**src/rtl/ffo_pipe.sv**
```systemverilog
// ffo_pipe: pipelined find-first-one engine with valid/ready on both sides.
// A tree of 2:1 merge nodes resolves one level per clock; the result for an
// accepted input appears after P = $clog2(N) register stages.
//
// Ports:
//   clock, reset          rising-edge clock, asynchronous active-high reset
//   in_valid / in_ready   input handshake
//   in_b                  vector to search (bit N-1 is the MSB)
//   in_lsb                0: zero count above the highest set bit
//                         1: index of the lowest set bit
//   in_tag                sideband tag, carried unchanged
//   out_valid / out_ready output handshake
//   out_v                 vector had at least one set bit
//   out_p                 result position (0 when out_v = 0)
//   out_tag               tag belonging to this result
module ffo_pipe #(
   parameter  int unsigned N  = 32,
   parameter  int unsigned TW = 4,
   localparam int unsigned P  = $clog2(N)
) (
   input  logic          clock,
   input  logic          reset,
   input  logic          in_valid,
   output logic          in_ready,
   input  logic [N-1:0]  in_b,
   input  logic          in_lsb,
   input  logic [TW-1:0] in_tag,
   output logic          out_valid,
   input  logic          out_ready,
   output logic          out_v,
   output logic [P-1:0]  out_p,
   output logic [TW-1:0] out_tag
);

   // Single global advance: the whole pipe moves or the whole pipe holds.
   logic         adv;
   logic [N-1:0] b_norm;

   assign adv      = out_ready | ~out_valid;
   assign in_ready = adv;

   // LSB mode is folded in here: the zero count of the bit-reversed vector is
   // the index of the lowest set bit, so the tree only ever searches from the
   // MSB and the mode need not travel down the pipe.
   always_comb begin
      b_norm = in_b;
      if (in_lsb) begin
         for (int unsigned i = 0; i < N; i++) begin
            b_norm[i] = in_b[N-1-i];
         end
      end
   end

   // Stage k holds N>>k nodes, each with a valid bit and a k-bit position.
   // Node j of a stage is the j-th slice from the left (most significant).
   for (genvar k = 1; k <= P; k++) begin : g_stg
      localparam int unsigned NN = N >> k;

      logic [NN-1:0]   v_q, v_d;
      logic [NN*k-1:0] p_q, p_d;
      logic            valid_q, valid_d;
      logic [TW-1:0]   tag_q, tag_d;

      if (k == 1) begin : g_leaf
         always_comb begin
            valid_d = in_valid & adv;
            tag_d   = in_tag;
            v_d     = '0;
            p_d     = '0;
            for (int unsigned j = 0; j < NN; j++) begin
               v_d[j] = b_norm[N-1-2*j] | b_norm[N-2-2*j];
               p_d[j] = ~b_norm[N-1-2*j];
            end
         end
      end else begin : g_merge
         always_comb begin
            valid_d = g_stg[k-1].valid_q;
            tag_d   = g_stg[k-1].tag_q;
            v_d     = '0;
            p_d     = '0;
            for (int unsigned j = 0; j < NN; j++) begin
               v_d[j] = g_stg[k-1].v_q[2*j] | g_stg[k-1].v_q[2*j+1];
               p_d[j*k +: k] = g_stg[k-1].v_q[2*j]
                             ? {1'b0, g_stg[k-1].p_q[(2*j)*(k-1)   +: k-1]}
                             : {1'b1, g_stg[k-1].p_q[(2*j+1)*(k-1) +: k-1]};
            end
         end
      end

      always_ff @(posedge clock or posedge reset) begin
         if (reset) begin
            valid_q <= 1'b0;
            tag_q   <= '0;
            v_q     <= '0;
            p_q     <= '0;
         end else if (adv) begin
            valid_q <= valid_d;
            tag_q   <= tag_d;
            v_q     <= v_d;
            p_q     <= p_d;
         end
      end
   end

   // An all-zero vector leaves all ones in the tree position; force it to 0.
   assign out_valid = g_stg[P].valid_q;
   assign out_v     = out_valid & g_stg[P].v_q[0];
   assign out_p     = out_v ? g_stg[P].p_q : '0;
   assign out_tag   = out_valid ? g_stg[P].tag_q : '0;

endmodule

```
**config.mk**
```make
export PLATFORM = sky130hd
export DESIGN_NAME = ffo_pipe
export DESIGN_NICKNAME = d
export VERILOG_FILES = /design/src/rtl/ffo_pipe.sv
export SDC_FILE = /design/constraint.sdc
export NUM_CORES = 1
export LEC_CHECK = 0
export BUFFER_PORTS_ARGS = -buffer_cell sky130_fd_sc_hd__buf_2
export CORE_ASPECT_RATIO = 0.8
export CORE_MARGIN = 1
export CORE_UTILIZATION = 30
export DETAILED_ROUTE_END_ITERATION = 16
export PLACE_DENSITY = 0.6
export REMOVE_ABC_BUFFERS = 1
export SKIP_LAST_GASP = 1
export SLEW_MARGIN = 25
export SYNTH_ARGS = -nofsm -noshare
export SYNTH_HDL_FRONTEND = slang
export SYNTH_SLANG_ARGS = --single-unit
```
**constraint.sdc**
```tcl
create_clock -name clock -period 3.8 [get_ports clock]
set_input_delay 1.14 -clock clock [delete_from_list [all_inputs] [get_ports clock]]
set_output_delay 1.14 -clock clock [all_outputs]
set_load 0.01 [all_outputs]
```
# After elaboration in Yosys (flattened, before gate mapping)
# Index checks and enable logic that the tools add are counted.
[classes]
mux = 18
n_bitwise = 51
[op_table]
columns = ["cell", "n"]
rows = [
  ["$mux 32", 1],
  ["$or 1x1->1", 32],
  ["$not 1->1", 17],
  ["$mux 2", 8],
  ["$mux 3", 4],
  ["$mux 4", 3],
  ["$mux 5", 2],
  ["$and 1x1->1", 2],
]
[word_totals]
ff_bits = 113
input_bits = 41
out_inout_bits = 12
word_cells = 89

# Longest topological paths before layout
[logic_depth]
word_depth = 3
mapped_depth = 6

# Worst setup path after synthesis
# Ideal clock, no wire load.
[synth_timing]
path_kind = "input port to output port"
from = "in out_ready"
to = "out in_ready"
arrival_time_ns = 1.795
required_ns = 2.660
slack_ns = 0.865
stages = 5
path_buffers = 3
cell_sequence = "and2b_1 buf_6 inv_4 buf_6 buf_6"
[synth_between]
elab_chain_cells = 1
[synth_lines]
columns = ["element", "line", "rtl"]
rows = [
  ["start, declared", "29", "input logic out_ready,"],
  ["$or 1x1->1", "39", "assign adv = out_ready | ~out_valid;"],
  ["end, declared", "24", "output logic in_ready,"],
]
# Every way passes these cells.

# Worst setup path after layout
# Ends and elaborated chain as after synthesis.

==> metrics.txt <==
# TYPE chip_impl_metric gauge
chip_impl_metric{name="globalRouteTotalUtil",unit="%"} 12.7
chip_impl_metric{name="postCtsHoldBufs",unit=""} 0
chip_impl_metric{name="post_route_cells_drive_above_1_share",unit="%"} 38.7
chip_impl_info{name="outcome",value="finished with violations"} 1
chip_impl_info{name="clock_tree_from_tritoncts",value="done"} 1
chip_impl_metric{name="drt_pre_antenna_iters",unit=""} 13
chip_impl_metric{name="floorplan.initialDensity",unit="%"} 30.8
chip_impl_metric{name="worst_skew_pair.late_latency",unit="ns"} 0.41
chip_impl_metric{name="crit_required",unit="ns"} 2.66
chip_impl_metric{name="cts_made_buffers",unit=""} 17
chip_impl_metric{name="dp_hpwl",unit="microns"} 6400
chip_impl_metric{name="totalWireLength",unit="microns"} 10600
chip_impl_metric{name="cts_max_path_buffers",unit=""} 2
chip_impl_metric{name="post_cts.repair.setup_buffers",unit=""} 0
chip_impl_metric{name="max_slew_margin",unit="%"} 38.6
chip_impl_metric{name="post_synth_instance_area",unit="sq mm"} 0.00539
chip_impl_info{name="violations",value="DRC"} 1
chip_impl_metric{name="detail_route.iter0.violations",unit=""} 119
chip_impl_metric{name="finalHoldViolCount",unit=""} 0
chip_impl_metric{name="numClockSinks",unit=""} 113
chip_impl_metric{name="wl_per_cell",unit="microns"} 15.4
chip_impl_metric{name="floorplan.io_pins",unit=""} 53
chip_impl_metric{name="route.antenna.remaining_nets",unit=""} 0
chip_impl_metric{name="skew",unit="ns"} 0.00646
chip_impl_metric{name="power",unit="uW"} 5410
chip_impl_metric{name="clock_tree.htree_level_count",unit=""} 4
chip_impl_info{name="timing.critical_path.from_type",value="input pin"} 1
chip_impl_metric{name="dr_total_vias",unit=""} 3238
chip_impl_metric{name="row_count",unit=""} 43
chip_impl_metric{name="critical_path.max_fanout",unit=""} 2
chip_impl_metric{name="wire_length_of_the_first_global_routing_pass",unit="microns"} 18200
chip_impl_metric{name="timing.fmax",unit="MHz"} 357
chip_impl_metric{name="cellLeakagePower",unit="uW"} 0.00287
chip_impl_metric{name="tightest_slew",unit="ns"} 0.922
chip_impl_metric{name="ys.warnings.count",unit=""} 0
chip_impl_metric{name="synth_seq_cells",unit=""} 113
chip_impl_metric{name="timing.final.setup_violations",unit=""} 0
chip_impl_metric{name="synth_sequential_area_ratio",unit="%"} 52.4
chip_impl_info{name="worstSetupPathType",value="input pin to output port"} 1
chip_impl_metric{name="layout_worst_path_cycle_share",unit="%"} 73.6
chip_impl_metric{name="final_max_slew_viol_count",unit=""} 0
chip_impl_metric{name="worst-endpoint-arrival",unit="ns"} 1.66
chip_impl_metric{name="area.growth.synth_to_final",unit="%"} 19.6
chip_impl_metric{name="placed_cell_area",unit="sq mm"} 0.00582
chip_impl_metric{name="syn_area_per_cell",unit="sq um"} 13.4
chip_impl_metric{name="power_density",unit="mW/mm^2"} 839
chip_impl_metric{name="place.port_buffers",unit=""} 52
chip_impl_metric{name="antenna_cells_inserted",unit=""} 0
chip_impl_metric{name="number_of_antenna_violations_at_the_first_check_in_global_routing",unit=""} 0
chip_impl_metric{name="first_global_vias",unit=""} 3430
chip_impl_info{name="worstSetupEndpointType",value="output port"} 1
chip_impl_metric{name="power.ir.vdd_worst",unit="mV"} 0.317
chip_impl_metric{name="floorplan.die_area",unit="sq mm"} 0.0185
chip_impl_metric{name="finalCriticalPeriod",unit="ns"} 2.80
chip_impl_metric{name="core_region_area",unit="sq mm"} 0.0175
chip_impl_metric{name="synth.lib_cells_used.distinct",unit=""} 23
chip_impl_metric{name="number_of_nets_in_the_final_layout",unit=""} 492
chip_impl_metric{name="grt_start_max_net_pins",unit=""} 79
chip_impl_metric{name="synth_top_cell_area_share",unit="%"} 52.4
chip_impl_metric{name="maxCapViolCount",unit=""} 0
chip_impl_metric{name="die_height",unit="microns"} 122
chip_impl_info{name="min_delay_path_class",value="flip-flop to flip-flop"} 1
chip_impl_metric{name="dieWidth",unit="microns"} 152
chip_impl_info{name="netlist_top_cells_area",value="sky130_fd_sc_hd__dfrtp_1 (52%), sky130_fd_sc_hd__mux2_4 (17%), sky130_fd_sc_hd__mux2_2 (6.3%)"} 1
chip_impl_metric{name="drcViolationCount",unit=""} 4
chip_impl_info{name="root_buffer",value="sky130_fd_sc_hd__clkbuf_16"} 1
chip_impl_info{name="grt_setup_unrepaired",value="no"} 1
chip_impl_metric{name="number_of_standard_cells_after_synthesis",unit=""} 403
chip_impl_metric{name="clk_pin_slew",unit="ns"} 0.05
chip_impl_metric{name="grt_overflow",unit=""} 0
chip_impl_metric{name="gp_congestion",unit=""} 0.682
chip_impl_metric{name="final_cell_area",unit="sq mm"} 0.00645
chip_impl_metric{name="postCtsResizedCells",unit=""} 0
chip_impl_metric{name="viasPerCell",unit=""} 4.71
chip_impl_info{name="synth_top_area_cell",value="sky130_fd_sc_hd__dfrtp_1"} 1
cell type report:
type                       instances  area (sq um)
clock buffer                      22           474
clock inverter                     9           154
fill                            1682         11000
inverter                           2          12.5
multi-input combinational        259          2370
sequential                       113          2830
tap                              225           282
timing repair buffer              58           330
worst max-delay path: stages:
cell	delay (ns)
sky130_fd_sc_hd__buf_2	0.10
sky130_fd_sc_hd__and2b_1	0.24
sky130_fd_sc_hd__inv_4	0.05
sky130_fd_sc_hd__buf_2	0.13
where the power goes:
group	total, uW	switching, uW	internal, uW
clock network	1690	549	1140
logic	1600	615	989
registers	2110	378	1740
Yosys cell counts:
cell                       number
sky130_fd_sc_hd__dfrtp_1      113
sky130_fd_sc_hd__mux2_4        60
sky130_fd_sc_hd__nand3b_1      31
sky130_fd_sc_hd__nor3b_1       31
sky130_fd_sc_hd__mux2_2        30
sky130_fd_sc_hd__mux2i_1       16
sky130_fd_sc_hd__nor3_1        16
sky130_fd_sc_hd__o31ai_1       16
sky130_fd_sc_hd__a21oi_1       15
sky130_fd_sc_hd__nor2_1        15
sky130_fd_sc_hd__o21ai_0       15
sky130_fd_sc_hd__clkbuf_1      14
sky130_fd_sc_hd__buf_6          9
sky130_fd_sc_hd__and2_1         5
sky130_fd_sc_hd__and3_1         5
sky130_fd_sc_hd__buf_2          3
sky130_fd_sc_hd__buf_1          2
sky130_fd_sc_hd__mux2_1         2
sky130_fd_sc_hd__and2b_1        1
sky130_fd_sc_hd__buf_4          1
sky130_fd_sc_hd__inv_1          1
sky130_fd_sc_hd__inv_4          1
sky130_fd_sc_hd__nand2b_1       1
metal layers:
metal / vias to the layer above / global-route usage [%] / share of wire (%)
li1: 1552 / - / -
met1: 1610 / 17.5 / 51
met2: 65 / 18.8 / 44
met3: 11 / 3.20 / 3.6
met4: 0 / 5.74 / 1.2
met5: - / 0 / 0
layout by cell type (no fill, tap or decap):
| master | netlist | routed |
|---|---|---|
| sky130_fd_sc_hd__a21oi_1 | 15 | 15 |
| sky130_fd_sc_hd__and2_1 | 5 | 5 |
| sky130_fd_sc_hd__and2b_1 | 1 | 1 |
| sky130_fd_sc_hd__and3_1 | 5 | 5 |
| sky130_fd_sc_hd__buf_12 | 0 | 2 |
| sky130_fd_sc_hd__buf_2 | 3 | 52 |
| sky130_fd_sc_hd__buf_4 | 1 | 4 |
| sky130_fd_sc_hd__bufinv_16 | 0 | 4 |
| sky130_fd_sc_hd__clkbuf_1 | 14 | 2 |
| sky130_fd_sc_hd__clkbuf_16 | 0 | 17 |
| sky130_fd_sc_hd__clkbuf_8 | 0 | 3 |
| sky130_fd_sc_hd__clkinv_2 | 0 | 2 |
| sky130_fd_sc_hd__clkinvlp_4 | 0 | 2 |
| sky130_fd_sc_hd__dfrtp_1 | 113 | 113 |
| sky130_fd_sc_hd__inv_4 | 1 | 2 |
| sky130_fd_sc_hd__inv_6 | 0 | 1 |
| sky130_fd_sc_hd__mux2_1 | 2 | 2 |
| sky130_fd_sc_hd__mux2_2 | 30 | 30 |
| sky130_fd_sc_hd__mux2_4 | 60 | 60 |
| sky130_fd_sc_hd__mux2i_1 | 16 | 16 |
| sky130_fd_sc_hd__nand2b_1 | 1 | 1 |
| sky130_fd_sc_hd__nand3b_1 | 31 | 31 |
| sky130_fd_sc_hd__nor2_1 | 15 | 15 |
| sky130_fd_sc_hd__nor3_1 | 16 | 16 |
| sky130_fd_sc_hd__nor3b_1 | 31 | 31 |
| sky130_fd_sc_hd__o21ai_0 | 15 | 15 |
| sky130_fd_sc_hd__o31ai_1 | 16 | 16 |
final timing paths:
path                              startpoint  slack [ns]  depth (start not counted)           endpoint
max                                out_ready        1.00                          4           in_ready
min                        g_stg[1].tag_q[0]        0.48                          1  g_stg[1].tag_q[0]
max reg2reg                        out_valid        2.17                          4    g_stg[4].p_q[1]
min reg2reg                g_stg[1].tag_q[0]        0.48                          1  g_stg[1].tag_q[0]
max in group asynchronous              reset        2.20                          3    g_stg[1].p_q[1]
min in group asynchronous              reset        0.84                          2  g_stg[4].tag_q[1]
flip-flops by register name (all words and copies together) (netlist names):
register,count
out_valid,1
g_stg.valid_q,4
g_stg.v_q,31
g_stg.tag_q,20
g_stg.p_q,57
through the flow:
| stage | hold WS [ns] | std cells | util (%) | TNS, ns | worst slack, ns |
|---|---|---|---|---|---|
| 2_1_floorplan | 0.435 | 374 | - | -36.99 | -0.327 |
| 3_3_place_gp | 0.463 | 657 | 33.3 | 0 | 0.996 |
| 3_5_place_dp | 0.469 | 657 | 33.3 | 0 | 1.00 |
| 4_1_cts | 0.488 | 688 | 36.9 | 0 | 0.985 |
| 5_1_grt | 0.510 | 688 | 36.9 | 0 | 0.886 |
| 6_report | 0.482 | 688 | 36.9 | 0 | 1.00 |
logic make-up after synthesis:
family,share of synthesized area [%]
flops,52.4
mux,26.4
compound gates,5.01
simple gates,12.6
buf+inv,3.60
Note: power is estimated with default switching activity, not from simulation.
